[src/rtl/diff_rank_selector.sv]
// Purpose : ranks a frame of per-letter difference scores and keeps the best and second-best (smallest) entries.
// Latency : the result registers load on the edge that accepts IN_LAST, so OUT_VALID is seen the following cycle.
// Backpr. : IN_READY is low while a result is held; it is held until OUT_VALID & OUT_READY, then a new frame is accepted.
//
// Ports:
//   CLK, RST (async, active-low)
//   IN_VALID / IN_READY / IN_ADDR / IN_DIFF / IN_LAST : entry stream, one entry per cycle
//   OUT_VALID / OUT_READY : result handshake
//   BEST_ADDR / BEST_DIFF, SECOND_ADDR / SECOND_DIFF, ENTRY_CNT, NO_MATCH : registered result
//
// Optional feature: define DRS_THRESHOLD_EN to drive NO_MATCH = (final best diff > THRESH).
// Without it, NO_MATCH is tied low and no comparator is built.
module diff_rank_selector #(
  parameter int unsigned           ADDR_W = 6,
  parameter int unsigned           DIFF_W = 12,
  parameter int unsigned           CNT_W  = ADDR_W + 1,
  parameter logic [DIFF_W-1:0]     THRESH = 12'd64
) (
  input  logic              CLK,
  input  logic              RST,
  input  logic              IN_VALID,
  output logic              IN_READY,
  input  logic [ADDR_W-1:0] IN_ADDR,
  input  logic [DIFF_W-1:0] IN_DIFF,
  input  logic              IN_LAST,
  output logic              OUT_VALID,
  input  logic              OUT_READY,
  output logic [ADDR_W-1:0] BEST_ADDR,
  output logic [DIFF_W-1:0] BEST_DIFF,
  output logic [ADDR_W-1:0] SECOND_ADDR,
  output logic [DIFF_W-1:0] SECOND_DIFF,
  output logic [CNT_W-1:0]  ENTRY_CNT,
  output logic              NO_MATCH
);

  typedef enum logic [1:0] {IDLE, ACCUM, HOLD} state_t;

  state_t              state;
  logic                in_ready_q;
  logic                out_valid_q;

  // Running ranking for the frame in progress.
  logic [ADDR_W-1:0]   run_best_addr;
  logic [DIFF_W-1:0]   run_best_diff;
  logic [ADDR_W-1:0]   run_sec_addr;
  logic [DIFF_W-1:0]   run_sec_diff;
  logic [CNT_W-1:0]    run_cnt;

  // Ranking including the entry currently presented.
  logic                accept;
  logic [ADDR_W-1:0]   nxt_best_addr;
  logic [DIFF_W-1:0]   nxt_best_diff;
  logic [ADDR_W-1:0]   nxt_sec_addr;
  logic [DIFF_W-1:0]   nxt_sec_diff;
  logic [CNT_W-1:0]    nxt_cnt;

  // Registered result.
  logic [ADDR_W-1:0]   best_addr_q;
  logic [DIFF_W-1:0]   best_diff_q;
  logic [ADDR_W-1:0]   sec_addr_q;
  logic [DIFF_W-1:0]   sec_diff_q;
  logic [CNT_W-1:0]    cnt_q;

  assign accept = IN_VALID & in_ready_q;

  // Strict less-than everywhere, so an equal score never displaces an
  // earlier entry.
  always_comb begin
    nxt_best_addr = run_best_addr;
    nxt_best_diff = run_best_diff;
    nxt_sec_addr  = run_sec_addr;
    nxt_sec_diff  = run_sec_diff;
    if (IN_DIFF < run_best_diff) begin
      nxt_sec_addr  = run_best_addr;
      nxt_sec_diff  = run_best_diff;
      nxt_best_addr = IN_ADDR;
      nxt_best_diff = IN_DIFF;
    end else if (IN_DIFF < run_sec_diff) begin
      nxt_sec_addr  = IN_ADDR;
      nxt_sec_diff  = IN_DIFF;
    end
    nxt_cnt = (&run_cnt) ? run_cnt : run_cnt + 1'b1;
  end

`ifdef DRS_THRESHOLD_EN
  logic no_match_q;
`endif

  always_ff @(posedge CLK or negedge RST) begin
    if (!RST) begin
      state         <= IDLE;
      in_ready_q    <= 1'b0;
      out_valid_q   <= 1'b0;
      run_best_addr <= '0;
      run_best_diff <= '1;
      run_sec_addr  <= '0;
      run_sec_diff  <= '1;
      run_cnt       <= '0;
      best_addr_q   <= '0;
      best_diff_q   <= '0;
      sec_addr_q    <= '0;
      sec_diff_q    <= '0;
      cnt_q         <= '0;
`ifdef DRS_THRESHOLD_EN
      no_match_q    <= 1'b0;
`endif
    end else begin
      case (state)
        IDLE, ACCUM: begin
          // Also brings IN_READY up on the first edge after reset release.
          in_ready_q <= 1'b1;
          if (accept) begin
            if (IN_LAST) begin
              state       <= HOLD;
              in_ready_q  <= 1'b0;
              out_valid_q <= 1'b1;
              best_addr_q <= nxt_best_addr;
              best_diff_q <= nxt_best_diff;
              sec_addr_q  <= nxt_sec_addr;
              sec_diff_q  <= nxt_sec_diff;
              cnt_q       <= nxt_cnt;
`ifdef DRS_THRESHOLD_EN
              no_match_q  <= (nxt_best_diff > THRESH);
`endif
              // The running ranking is cleared now; nothing reads it in
              // HOLD, so the next frame starts from a clean slate.
              run_best_addr <= '0;
              run_best_diff <= '1;
              run_sec_addr  <= '0;
              run_sec_diff  <= '1;
              run_cnt       <= '0;
            end else begin
              state         <= ACCUM;
              run_best_addr <= nxt_best_addr;
              run_best_diff <= nxt_best_diff;
              run_sec_addr  <= nxt_sec_addr;
              run_sec_diff  <= nxt_sec_diff;
              run_cnt       <= nxt_cnt;
            end
          end
        end
        HOLD: begin
          if (OUT_READY) begin
            state       <= IDLE;
            out_valid_q <= 1'b0;
            in_ready_q  <= 1'b1;
`ifdef DRS_THRESHOLD_EN
            no_match_q  <= 1'b0;
`endif
          end
        end
        default: begin
          state      <= IDLE;
          in_ready_q <= 1'b0;
        end
      endcase
    end
  end

  assign IN_READY    = in_ready_q;
  assign OUT_VALID   = out_valid_q;
  assign BEST_ADDR   = best_addr_q;
  assign BEST_DIFF   = best_diff_q;
  assign SECOND_ADDR = sec_addr_q;
  assign SECOND_DIFF = sec_diff_q;
  assign ENTRY_CNT   = cnt_q;

`ifdef DRS_THRESHOLD_EN
  assign NO_MATCH = no_match_q;
`else
  // THRESH only matters with the threshold feature; this parity wire has no
  // load and disappears in synthesis.
  logic unused_thresh;
  assign unused_thresh = ^THRESH;
  assign NO_MATCH      = 1'b0;
`endif

endmodule

[config.mk]
export PLATFORM = sky130hd
export DESIGN_NAME = diff_rank_selector
export DESIGN_NICKNAME = d
export VERILOG_FILES = /design/src/rtl/diff_rank_selector.sv
export SDC_FILE = /design/constraint.sdc
export NUM_CORES = 1
export LEC_CHECK = 0
export CELL_PAD_IN_SITES_DETAIL_PLACEMENT = 0
export CELL_PAD_IN_SITES_GLOBAL_PLACEMENT = 1
export CORE_MARGIN = 2
export CORE_UTILIZATION = 42
export DETAILED_ROUTE_END_ITERATION = 7
export GPL_TIMING_DRIVEN = 0
export HOLD_SLACK_MARGIN = 0.03
export PLACE_DENSITY = 0.84
export SLEW_MARGIN = 20
export SYNTH_ARGS = -nofsm -noshare
export SYNTH_HDL_FRONTEND = slang
export SYNTH_SLANG_ARGS = --single-unit
[constraint.sdc]
create_clock -name CLK -period 2.76 [get_ports CLK]
set_clock_uncertainty 0.15 [all_clocks]
set_input_delay 0.552 -clock CLK [delete_from_list [all_inputs] [get_ports CLK]]
set_output_delay 0.552 -clock CLK [all_outputs]
set_load 0.05 [all_outputs]
==> metrics.cfg, run 1 <==
[placement]
gp_congestion = 0.8516
place_area_sq_mm = 0.005771
io_buffers = 66
dpl.hpwl_um = 9733
place_ws_ns = -0.6052
dp_cells = 741

[die]
dieArea_sq_mm = 0.01255
die_h_um = 112.0
start_util_pct = 42.93
io_pins = 69
die_w_um = 112.0
coreArea_sq_mm = 0.01142
placementRows = 39

[timing]
rsz0062_at_grt = false
fin_crit_ns = 2.611
setup_ws_ns = 0.1494
setup_viol = 0
hold_viol_final = 0
hold_ws_ns = 0.3286
maxSlewViolCount = 0
max_freq_mhz = 383.1
tns_ns = 0
slew-limit-headroom_pct = 50.49
fin_crit_sh_pct = 94.59
worstMarginPinSlew_ns = 0.7426

[critical_path]
critPathMaxFanout = 10
slowest_stage = dfstp_2
path_class = reg2reg
crit_chain = inv_1, ha_1, a211oi_2, o21ai_1, a211oi_2, o21ai_2, or3_1, buf_4, a2bb2oi_1
rrSetupSlack_ns = 0.15
crit_path_max_incr_delay_ns = 0.55
crit_path_start = run_best_diff[2]
cp-start-kind = flop
arrival_ns = 2.73
crit_path_frequent_cell = a211oi_2
setup.worst_path.end_class = flop
required_ns = 2.88
reg2reg_from = run_best_diff[2]

[pwr]
p_leak_nw = 2.752
p_per_area_mw_per_mm2 = 1253
p_total_mw = 7.703
ir_drop_v = 0.0005895

[finish]
drive_above_1_share_pct = 15.53
area_delta_synth_final_pct = 25.40
stdcell_count = 761
num_antenna_cells = 0
layout_commonest_cell = nand2_1
nFillCells = 1076
layout_common_cells = 82 x nand2_1, 66 x dfrtp_1, 54 x clkdlybuf4s50_1
multi_input_area_sq_mm = 0.002330
fin_area_sq_mm = 0.006147
register_area_sq_mm = 0.002282
utilization_pct = 53.84
final_nets = 659

[routing]
finalWirelength_um = 14150
dr_total_vias = 4353
wl_per_cell_um = 18.59
drt_iter0_drc = 255
ant_nets = 0
drc = 0
via_per_inst = 5.720
first_pass_iters = 4

[clock_tree]
h-tree-depth = 3
insertion_delay_ns = 0.35
cts.clk_slew.worst_paths_ns = 0.07
cts_tree = done
cts_root_buf = clkbuf_16
cts_buffers = 9
clock_sinks = 90
clockBufferDepth = 2

[synth]
synth_flop_cell = dfrtp_1
synth_area_per_cell_sq_um = 9.232
synth_nets = 577
syn_area_sq_mm = 0.004902
yosysSeqAreaShare_pct = 46.55
synth-edff-count = 0
yosys_register_bits = 90
ys_async_sr_fraction_pct = 100.0
synth_cells = 531
ys_types = 49
yosys_warnings = 0

[grt]
grt_max_degree = 65
grt_overflow_total = 0
antenna_found_initial = 0
grt_usage_pct = 23.12
grt_pass1_wl_um = 22800
grt_pass1_vias = 4340

[flow_run]
cap_violations = 0

[min_path]
hold_class = reg2reg
min_from = ENTRY_CNT[5]

[run_status]
status = finished clean

==> cells by family after synthesis <==
group                    share of synthesized area [%]
buffers and inverters                            6.406
flip-flops                                       46.55
multiplexers                                    0.6126
AO/OA/AOI/OAI                                    24.07
adder cells (fa/ha/maj)                          5.870
other                                          0.07650
AND/OR/NAND/NOR                                  15.70
XOR/XNOR                                        0.7148
==> Yosys cell counts, types with 11 or more instances <==
cell	n	area share (%)
inv_1	25	1.9
nand2_1	82	6.3
o21ai_0	30	3.1
o21ai_1	12	1.2
nor2_1	52	4.0
clkbuf_1	23	1.8
ha_1	23	5.9
dfstp_2	24	13
a2bb2oi_1	11	2.0
a31oi_1	18	2.3
a211oi_1	21	3.2
a21oi_1	28	2.9
o31ai_1	13	2.0
nor4_1	12	1.5
dfrtp_1	66	34
==> power breakdown <==
| group | leakage (nW) | switching (mW) | total, mW | internal [mW] |
|---|---|---|---|---|
| logic | 1.56 | 2.70 | 4.17 | 1.47 |
| clock network | 0.129 | 0.543 | 1.16 | 0.613 |
| registers | 1.06 | 0.389 | 2.38 | 1.99 |
==> final timing paths <==
path,cells past startpoint,end
max in group asynchronous,3,run_sec_diff[11]
worst max register to register,9,run_best_diff[6]
min in group asynchronous,2,BEST_DIFF[6]
worst max-delay path,9,run_best_diff[6]
worst min-delay path,2,ENTRY_CNT[5]
worst min register to register,2,ENTRY_CNT[5]
==> flip-flops by register name, indices dropped and copies added, names as in the netlist <==
name           flops
SECOND_ADDR        6
state              2
run_sec_diff      12
ENTRY_CNT          7
run_best_diff     12
run_cnt            7
BEST_ADDR          6
SECOND_DIFF       12
IN_READY           1
OUT_VALID          1
BEST_DIFF         12
run_sec_addr       6
run_best_addr      6
==> routing by layer <==
layer  GRT usage [%]  vias to the layer above  share of wire [%]
li1                -                     2050                  -
met1           32.80                     2139                 46
met2           34.79                      147                 46
met3           5.400                       17                5.8
met4           8.618                        0                1.6
met5               0                        -                  0
==> worst max-delay path, delay by kind of cell (launching register included) <==
| family | cells | cell delay (ns) |
|---|---|---|
| compound gates | 5 | 0.91 |
| fa+ha+maj | 1 | 0.29 |
| flops | 1 | 0.55 |
| buf+inv | 2 | 0.27 |
| simple gates | 1 | 0.35 |
==> timing repair <==
action                     in CTS  in global routing
gates resized for setup        18                 21
setup endpoints to repair      70                 60
setup buffers                   0                  3
pin swaps                       2                  4
hold buffers                    1                  0
hold endpoints to repair       17                  0
==> area by class of cell <==
cell class / count / area share (%)
Clock buffer: 10 / 3.725
Multi-Input combinational cell: 375 / 37.90
Clock inverter: 6 / 0.6920
Inverter: 25 / 1.527
Tap cell: 143 / 2.911
Sequential cell: 90 / 37.13
Buffer: 41 / 4.417
Timing Repair Buffer: 71 / 11.70
No activity file was read; power rests on OpenSTA's default activity.
==> run 2, diff against run 1 <==
Settings changed: ABC_AREA set to 1, CORE_UTILIZATION 42 to 40, PLACE_DENSITY 0.84 to 0.83.
==> run 2 against run 1 <==
Compared with the run above: die area up 5.1%; combinational power down 7.2%; sequential power down 6%; sequential share of layout area up 0.19 points; area after synthesis up 0.31%; power down 4.1%; clock-buffer cell count up 1; critical path type is now in2reg; highest routed layer unchanged.
==> metrics.cfg, run 2 <==
[timing]
worstMarginPinSlew_ns = 0.5431  ; -0.1996 ns
maxSlewViolCount = 0  ; unchanged
tns_ns = 0  ; unchanged
rsz0062_at_grt = false
slew-limit-headroom_pct = 63.79  ; +13 points
setup_viol = 0  ; unchanged
fin_crit_sh_pct = 94.38  ; -0.21 points
max_freq_mhz = 383.9  ; +0.22%
hold_viol_final = 0  ; unchanged
fin_crit_ns = 2.605  ; -0.005764 ns

[synth]
yosysSeqAreaShare_pct = 46.41  ; -0.14 points
synthMostInstantiatedCell = nand2_1
synth_flop_cell = dfrtp_1
ys_top_cells_by_area = dfrtp_1 34%, nand2_1 18%, dfstp_2 13%, inv_1 6.3%, nand3_1 6.1%
synth_top_area_share_pct = 33.59  ; -0.10 points
yosys_warnings = 0  ; unchanged
yosys_register_bits = 90  ; unchanged
yosys-top-cells-count = 240 x nand2_1, 83 x inv_1, 66 x dfrtp_1, 60 x nand3_1, 43 x o21ai_0
synth_top_area_cell = dfrtp_1
ys_async_sr_fraction_pct = 100.0  ; unchanged
synth-edff-count = 0  ; unchanged
synth_area_per_cell_sq_um = 7.719  ; -16%
ys_types = 30  ; -39%
synth_cells = 637  ; +20%
syn_area_sq_mm = 0.004917  ; +0.31%
synth_nets = 683  ; +18%

[placement]
dpl.hpwl_um = 9353  ; -3.9%
io_buffers = 67  ; +1.5%
place_area_sq_mm = 0.005801  ; +0.52%
gp_congestion = 0.8105  ; -4.8%
dp_cells = 852  ; +15%

[critical_path]
crit_chain = clkdlybuf4s50_1, ha_1, a21oi_1, o21ai_0, nor2_1, nand2_4, buf_2, o21ai_0, o22ai_1
crit_path_max_incr_delay_ns = 0.51  ; -0.04 ns
crit_path_frequent_cell = o21ai_0
critical_path_buf_inv_count = 2  ; unchanged
required_ns = 2.82  ; -0.06 ns
setup.worst_path.end_class = flop
arrival_ns = 2.66  ; -0.07 ns
crit_family = buffers and inverters
slowest_stage = clkdlybuf4s50_1
cp-start-kind = input pin
critPathMaxFanout = 10  ; unchanged
path_class = in2reg

[grt]
grt_pass1_wl_um = 21450  ; -5.9%
grt_max_degree = 63  ; -3.1%
grt_usage_pct = 20.97  ; -2.1 points
antenna_found_initial = 0  ; unchanged
grt_overflow_total = 0  ; unchanged
grt_pass1_vias = 4367  ; +0.62%

[finish]
utilization_pct = 50.92  ; -2.9 points
layout_commonest_cell = nand2_1
final_nets = 763  ; +16%
area_delta_synth_final_pct = 24.38
fin_area_sq_mm = 0.006116  ; -0.51%
stdcell_count = 869  ; +14%
nFillCells = 1186  ; +10%
layout_common_cells = 240 x nand2_1, 83 x inv_1, 66 x dfrtp_1, 66 x clkdlybuf4s50_1, 60 x nand3_1
num_antenna_cells = 0  ; unchanged
drive_above_1_share_pct = 11.50  ; -4.0 points

[clock_tree]
cts_root_buf = clkbuf_16
post_cts_buffers = 0  ; unchanged
clockBufferDepth = 2  ; unchanged
h-tree-depth = 3  ; unchanged
clock_sinks = 90  ; unchanged
cts.clk_slew.worst_paths_ns = 0.07  ; about the same
insertion_delay_ns = 0.35  ; about the same
cts_tree = done
cts_buffers = 9  ; unchanged

[die]
die_w_um = 114.9  ; +2.5%
placementRows = 40  ; +2.6%
die_h_um = 114.9  ; +2.5%
dieArea_sq_mm = 0.01320  ; +5.1%
start_util_pct = 40.94  ; -2.0 points
io_pins = 69  ; unchanged
coreArea_sq_mm = 0.01201  ; +5.2%

[routing]
drc = 0  ; unchanged
drt_iter0_drc = 163  ; -36%
finalWirelength_um = 12900  ; -8.8%
first_pass_iters = 4  ; unchanged
wl_per_cell_um = 14.84  ; -20%
dr_total_vias = 4305  ; -1.1%
via_per_inst = 4.954  ; -13%
ant_nets = 0  ; unchanged

[run_status]
status = finished clean

[pwr]
p_leak_nw = 3.191  ; +16%
p_per_area_mw_per_mm2 = 1207  ; -3.6%
ir_drop_v = 0.0005385  ; -8.6%

[min_path]
hold_class = reg2reg

[flow_run]
cap_violations = 0  ; unchanged

-- run 2: cell count changes in the layout (fill, tap and decap cells not counted), sizes merged, moves of 14 or more --
cell and delta:
inv +62, clkbuf -14, nor2 -36, a211oi -29, nand3 +61, nand2 +165
a31oi -16, a21oi -17
-- run 2: cell families (layout without fill, tap and decap cells) --
kind of cell | count (synthesis) | count (layout) | synth area share, %
and+or+nand+nor | 332 | 332 | 29.11
DFF | 90 | 90 | 46.41
xor gates and xnor gates | 4 | 4 | 0.7124
other | 1 | 1 | 0.07626
adders and majority gates | 23 | 23 | 5.852
AOI/OAI and AO/OA | 74 | 74 | 8.143
buffers and inverters | 113 | 198 | 9.695
-- run 2: worst register-to-register path, delay by kind of cell (launching register included) --
kind / cells / cell delay, ns
fa+ha+maj: 1 / 0.30
simple gates: 2 / 0.33
buf+inv: 2 / 0.28
flops: 1 / 0.53
compound gates: 4 / 0.69
-- run 2: area by class of cell --
type                    instances  area (sq um)  area share, %
plain buffers                  26         150.1          2.455
clock buffers                  11         242.7          3.969
clock inverters                 5         62.56          1.023
inverters                      87         326.6          5.340
multi-input cells             434          2158          35.29
flip-flops and latches         90          2282          37.32
well taps                     147         183.9          3.007
repair buffers                 69         709.4          11.60
-- run 2: timing repair --
action | CTS | global route
endpoints found under the hold margin | 21 | 0
hold buffers | 1 | 0
resized for setup | 0 | 0
-- run 2: worst paths after layout --
path / startpoint / endpoint / slack [ns] / cells after the start
worst max-delay path: IN_DIFF[11] / run_best_addr[3] / 0.16 / 9
worst min register to register: SECOND_ADDR[2] / SECOND_ADDR[2] / 0.33 / 2
worst min-delay path: SECOND_ADDR[2] / SECOND_ADDR[2] / 0.33 / 2
max in group asynchronous: RST / run_sec_diff[7] / 1.30 / 3
min in group asynchronous: RST / ENTRY_CNT[5] / 0.51 / 2
worst max register to register: run_best_diff[11] / run_best_addr[3] / 0.35 / 9
-- run 2: power by group --
part / internal [mW] / total, mW / switching (mW)
combinational: 1.25 / 3.87 / 2.62
sequential: 1.95 / 2.24 / 0.294
clock: 0.732 / 1.28 / 0.543
-- run 2: layer usage --
metal,up-vias,global-route usage (%),part of all wire [%]
li1,2161,-,-
met1,2035,27.82,46
met2,95,34.98,48
met3,14,2.952,3.9
met4,0,7.871,1.8
met5,-,0,0
-- run 2: through the flow --
stage,hold WS [ns],total power [mW],setup WS (ns)
after floorplan,0.1064,4.902,0.6590
after global placement,0.3124,6.052,-2.328
after detailed placement,0.3027,6.131,-0.1906
after CTS,0.3340,7.430,0.1662
after global routing,0.3489,7.917,0.008295
final,0.3291,7.385,0.1552
==> RTL change 1 (settings of run 1) <==
Register the output `ENTRY_CNT` once more; this adds one clock of latency there. The other outputs are not delayed to match. Comments in the files are not updated.
--- a/src/rtl/diff_rank_selector.sv
+++ b/src/rtl/diff_rank_selector.sv
@@ -165,3 +165,5 @@
   assign SECOND_DIFF = sec_diff_q;
-  assign ENTRY_CNT   = cnt_q;
+  always_ff @(posedge CLK) begin
+    ENTRY_CNT <= cnt_q;
+  end
 
Check against the original RTL: not equivalent (Yosys sat finds a counterexample within 4 cycles, from zero or initial values and one cycle with RST low).
==> RTL change 1 against run 1 <==
- final cell count up 1.2%
- count of clock-buffer cells in the layout stayed put
- design area increased by 2.8%
- area after synthesis increased by 3.2%
- routed wire length is 2.6% lower
- synthesized cell count grew 1.3%
- critical path depth up 2
- sequential cell count up 7
- highest routed layer unchanged
- via count down 1.0%
- setup slack better by 0.0067 ns
- sequential share of layout area increased by 1.2 points
- total power is 1.8% higher
- die area up 3.1%
- clock power increased by 4%
==> RTL change 1: results (changes against run 1) <==
Global routing
  • Largest net degree at the start of global routing: 71 (was 65)
  • Gr usage total: 0.2242 (was 0.2312)
  • First-pass GRT wire length: 22270 um (was 22800 um)

Pwr
  • LEAKAGE: 2.816 nW (was 2.752 nW)
  • Peak VDD IR: 517.8 uV (was 589.5 uV)

Placement
  • Hpwl dp: 9629 um (was 9733 um)
  • Area post-placement: 5932 sq um (was 5771 sq um)
  • Routability Congestion: 0.8465 (was 0.8516)
  • Placed Cells: 752 (was 741)

Yosys
  • Post-Synth XOR/XNOR Area: 0.006926 (was 0.007147)
  • Post-Synth Adder-Cell Area: 0.05689 (was 0.05870)
  • Cell count after synthesis: 538 (was 531)
  • Async set-reset flop share out of synthesis: 0.9278 (was 1.000)
  • Synth Area in Compound Gates: 0.2372 (was 0.2407)
  • Syn_nets: 584 (was 577)
  • Seq/Total Area, Yosys: 0.4789 (was 0.4655)
  • Main area contributors after synthesis: dfrtp_1, dfstp_2, nand2_1 (unchanged)
  • Yosys cell types: 50 (was 49)

Route
  • First DRT Iteration DRCs: 338 (was 255)
  • Met2 WL: 6277 um (was 6529 um)
  • M1 wire length: 6522 um (was 6578 um)

Cells and area
  • NumNets Final: 664 (was 659)
  • Share of cells above drive strength 1: 0.1621 (was 0.1553)
  • Final std cells w/o fill: 770 (was 761)

Setup path
  • WP data arrival: 2.72 ns (was 2.73 ns)
  • Reg2reg end: BEST_DIFF[5] (was run_best_diff[6])
  • FF-to-FF path depth: 11 (was 9)

Outcome
  • Status: complete, no violations (unchanged)
-- RTL change 1: cell types whose count changed after synthesis, sizes merged --
cell,delta
clkbuf,-1
dfxtp,+7
buf,+1
-- RTL change 1: worst max-delay path by stage --
stage / end / slack (ns) / depth (start not counted)
5_1_grt: BEST_DIFF[3] / -0.02 / 11
3_3_place_gp: BEST_DIFF[5] / -2.36 / 1
4_1_cts: SECOND_DIFF[2] / 0.005 / 10
2_1_floorplan: SECOND_DIFF[10] / 0.41 / 10
3_5_place_dp: SECOND_DIFF[1] / -0.58 / 10
6_report: BEST_DIFF[5] / 0.16 / 11
-- RTL change 1: per-stage QoR --
stage	worst slack (ns)	hold slack [ns]	utilization
after floorplan	0.4062	0.1064	-
after global placement	-2.365	0.2027	0.4977
after detailed placement	-0.5806	0.2076	0.5001
after CTS	0.005084	0.2226	0.5261
after global routing	-0.02407	0.2372	0.5328
final	0.1561	0.2187	0.5328
-- RTL change 1: layout make-up --
cell class                      instances  area (sq um)
Clock inverter                          6         42.54
Sequential cell                        97          2422
Buffer                                 41         244.0
Fill cell                            1087          5542
Tap cell                              147         183.9
Multi-Input combinational cell        375          2382
Timing Repair Buffer                   69         711.9
Inverter                               25         93.84
Clock buffer                           10         239.0
-- RTL change 1: power breakdown --
| group | total [mW] | switching [mW] | internal [mW] |
|---|---|---|---|
| clock network | 1.21 | 0.571 | 0.637 |
| logic | 4.12 | 2.68 | 1.44 |
| registers | 2.52 | 0.399 | 2.12 |
| total | 7.84 | 3.65 | 4.19 |
-- RTL change 1: worst max-delay path, delay by kind of cell (launching register included) --
family	cells	cell delay, ns
flops	1	0.56
simple gates	1	0.06
compound gates	5	0.87
buf+inv	4	0.58
fa+ha+maj	1	0.28
-- RTL change 1: repair_timing --
item | CTS | global route
gates cloned | 0 | 0
setup buffers | 1 | 0
hold endpoints to repair | 17 | 0
hold buffers | 1 | 0
pin swaps | 1 | 2
resized for setup | 14 | 22
endpoints found under the setup margin | 64 | 66
-- RTL change 1: per-layer routing --
metal  up-vias  GRT usage
met2       128     0.3433
li1       2067          -
met5         -          0
met3        24    0.03135
met4         0     0.1179
met1      2090     0.3110
-- RTL change 1: cells by family (layout without fill, tap and decap cells) --
| family | count (synthesis) | in the layout |
|---|---|---|
| other | 1 | 1 |
| buffers and inverters | 66 | 151 |
| adder cells (fa/ha/maj) | 23 | 23 |
| XOR/XNOR | 4 | 4 |
| AND/OR/NAND/NOR | 176 | 176 |
| flip-flops | 97 | 97 |
| multiplexers | 3 | 3 |
| AO/OA/AOI/OAI | 168 | 168 |
==> RTL change 2 (flow settings as in run 1) <==
Without the edit above. `ADDR_W`: 6 -> 8.
--- a/src/rtl/diff_rank_selector.sv
+++ b/src/rtl/diff_rank_selector.sv
@@ -13,3 +13,3 @@
 module diff_rank_selector #(
-  parameter int unsigned           ADDR_W = 6,
+  parameter int unsigned           ADDR_W = 8,
   parameter int unsigned           DIFF_W = 12,
Ports: changed (resized BEST_ADDR, ENTRY_CNT, IN_ADDR and SECOND_ADDR); port bits go from 69 to 77. No check against the original RTL was run, so the function may have changed too.
==> RTL change 2 against run 1 <==
- critical path depth increased by 2
- hold slack lost 0.00099 ns
- total power up 11%
- design area grew 12%
- non-clock buffer count is 15 higher
- routed wire length increased by 13%
- sequential cell count increased by 12
- setup slack worse by 0.048 ns
- area after synthesis increased by 10%
- critical path type unchanged
- highest routed layer unchanged
==> RTL change 2: results (changes against run 1) <==
STA
  • Hold_ws: 0.3276 ns (was 0.3286 ns)
  • Worst-Margin Slew: 0.7498 ns (was 0.7426 ns)

Placement
  • Dpl ws: -0.6498 ns (was -0.6052 ns)
  • Area post-placement: 6385 sq um (was 5771 sq um)
  • Routability Congestion: 0.8675 (was 0.8516)
  • Hpwl dp: 10930 um (was 9733 um)

Yosys
  • Post-Synth XOR/XNOR Area: 0.009749 (was 0.007147)
  • Cell count after synthesis: 587 (was 531)
  • Main area contributors after synthesis: dfrtp_1, dfstp_2, nand2_1 (unchanged)
  • Top cells by count, synth: nand2_1, dfrtp_1, nor2_1, a21oi_1, o21ai_0 (was nand2_1, dfrtp_1, nor2_1, o21ai_0, a21oi_1)
  • Seq/Total Area, Yosys: 0.4791 (was 0.4655)
  • Yosys cell types: 53 (was 49)

Global routing
  • Largest net degree at the start of global routing: 57 (was 65)
  • Vias in the first global route: 4763 (was 4340)
  • Gr usage total: 0.2443 (was 0.2312)

Setup path
  • WP data arrival: 2.74 ns (was 2.73 ns)
  • Critical R2R Launch: run_best_diff[7] (was run_best_diff[2])
  • Reg2reg end: run_sec_addr[6] (was run_best_diff[6])
  • R2R Setup Slk: 0.10 ns (was 0.15 ns)

Cells and area
  • Fillers: 1177 (was 1076)
  • Final instance area: 6902 sq um (was 6147 sq um)
  • Final std cells w/o fill: 857 (was 761)
  • Share of cells above drive strength 1: 0.1489 (was 0.1553)

Pwr
  • Peak VDD IR: 645.4 uV (was 589.5 uV)
  • LEAKAGE: 3.054 nW (was 2.752 nW)

Route
  • Routed length per instance: 18.66 um (was 18.59 um)
  • Routed vias: 4874 (was 4353)

Min path
  • HP Start: ENTRY_CNT[7] (was ENTRY_CNT[5])

Outcome
  • Status: complete, no violations (unchanged)
[RTL change 2: cell type report]
cell class	count	share of cell area
sequential	102	0.3742
clock buffer	10	0.03318
multi-input combinational	416	0.3778
clock inverter	6	0.01106
buffer	45	0.04007
inverter	24	0.01305
timing repair buffer	82	0.1195
tap	172	0.03118
[RTL change 2: repair_timing]
item	CTS	global route
gates cloned	0	1
resized for setup	28	33
hold buffers	1	0
hold endpoints to repair	32	0
endpoints found under the setup margin	81	79
pin swaps	2	3
setup buffers	3	1
[RTL change 2: worst max-delay path by stage]
stage	end	cells past startpoint	startpoint	slack, ns
CTS	run_sec_addr[2]	11	IN_DIFF[6]	-0.02
floorplan	run_best_diff[10]	9	run_best_diff[2]	0.37
detailed placement	run_best_addr[2]	8	IN_DIFF[2]	-0.65
finish	run_sec_addr[6]	11	run_best_diff[7]	0.10
global route	SECOND_DIFF[0]	9	run_sec_diff[2]	-0.03
global placement	SECOND_DIFF[5]	1	RST	-3.01
[RTL change 2: routing by layer]
layer / part of all wire / up-vias / global-route usage / wire length, um
met3: 0.059 / 35 / 0.04789 / 946
li1: - / 2291 / - / -
met5: 0 / - / 0 / 0
met2: 0.47 / 172 / 0.3885 / 7435
met4: 0.025 / 0 / 0.09569 / 392
met1: 0.45 / 2376 / 0.3300 / 7215
[RTL change 2: kinds of logic after synthesis]
logic type	Yosys count
AOI/OAI and AO/OA	185
xor gates and xnor gates	6
adders and majority gates	23
buffers and inverters	69
DFF	102
other	1
muxes	4
and+or+nand+nor	197
[RTL change 2: power groups by stage]
stage,Combinational (mW),Clock [mW],Sequential (mW)
global placement,4.21,0,2.67
detailed placement,4.27,0,2.70
floorplan,1.72,0,3.79
CTS,4.38,1.35,2.67
finish,4.51,1.34,2.69
global route,4.86,1.42,2.77
[RTL change 2: worst max-delay path: cells and delay by family, from the launching register on]
family | cells | cell delay [ns]
buffers and inverters | 4 | 0.52
flip-flops | 1 | 0.56
AO/OA/AOI/OAI | 4 | 0.73
AND/OR/NAND/NOR | 2 | 0.28
adder cells (fa/ha/maj) | 1 | 0.29
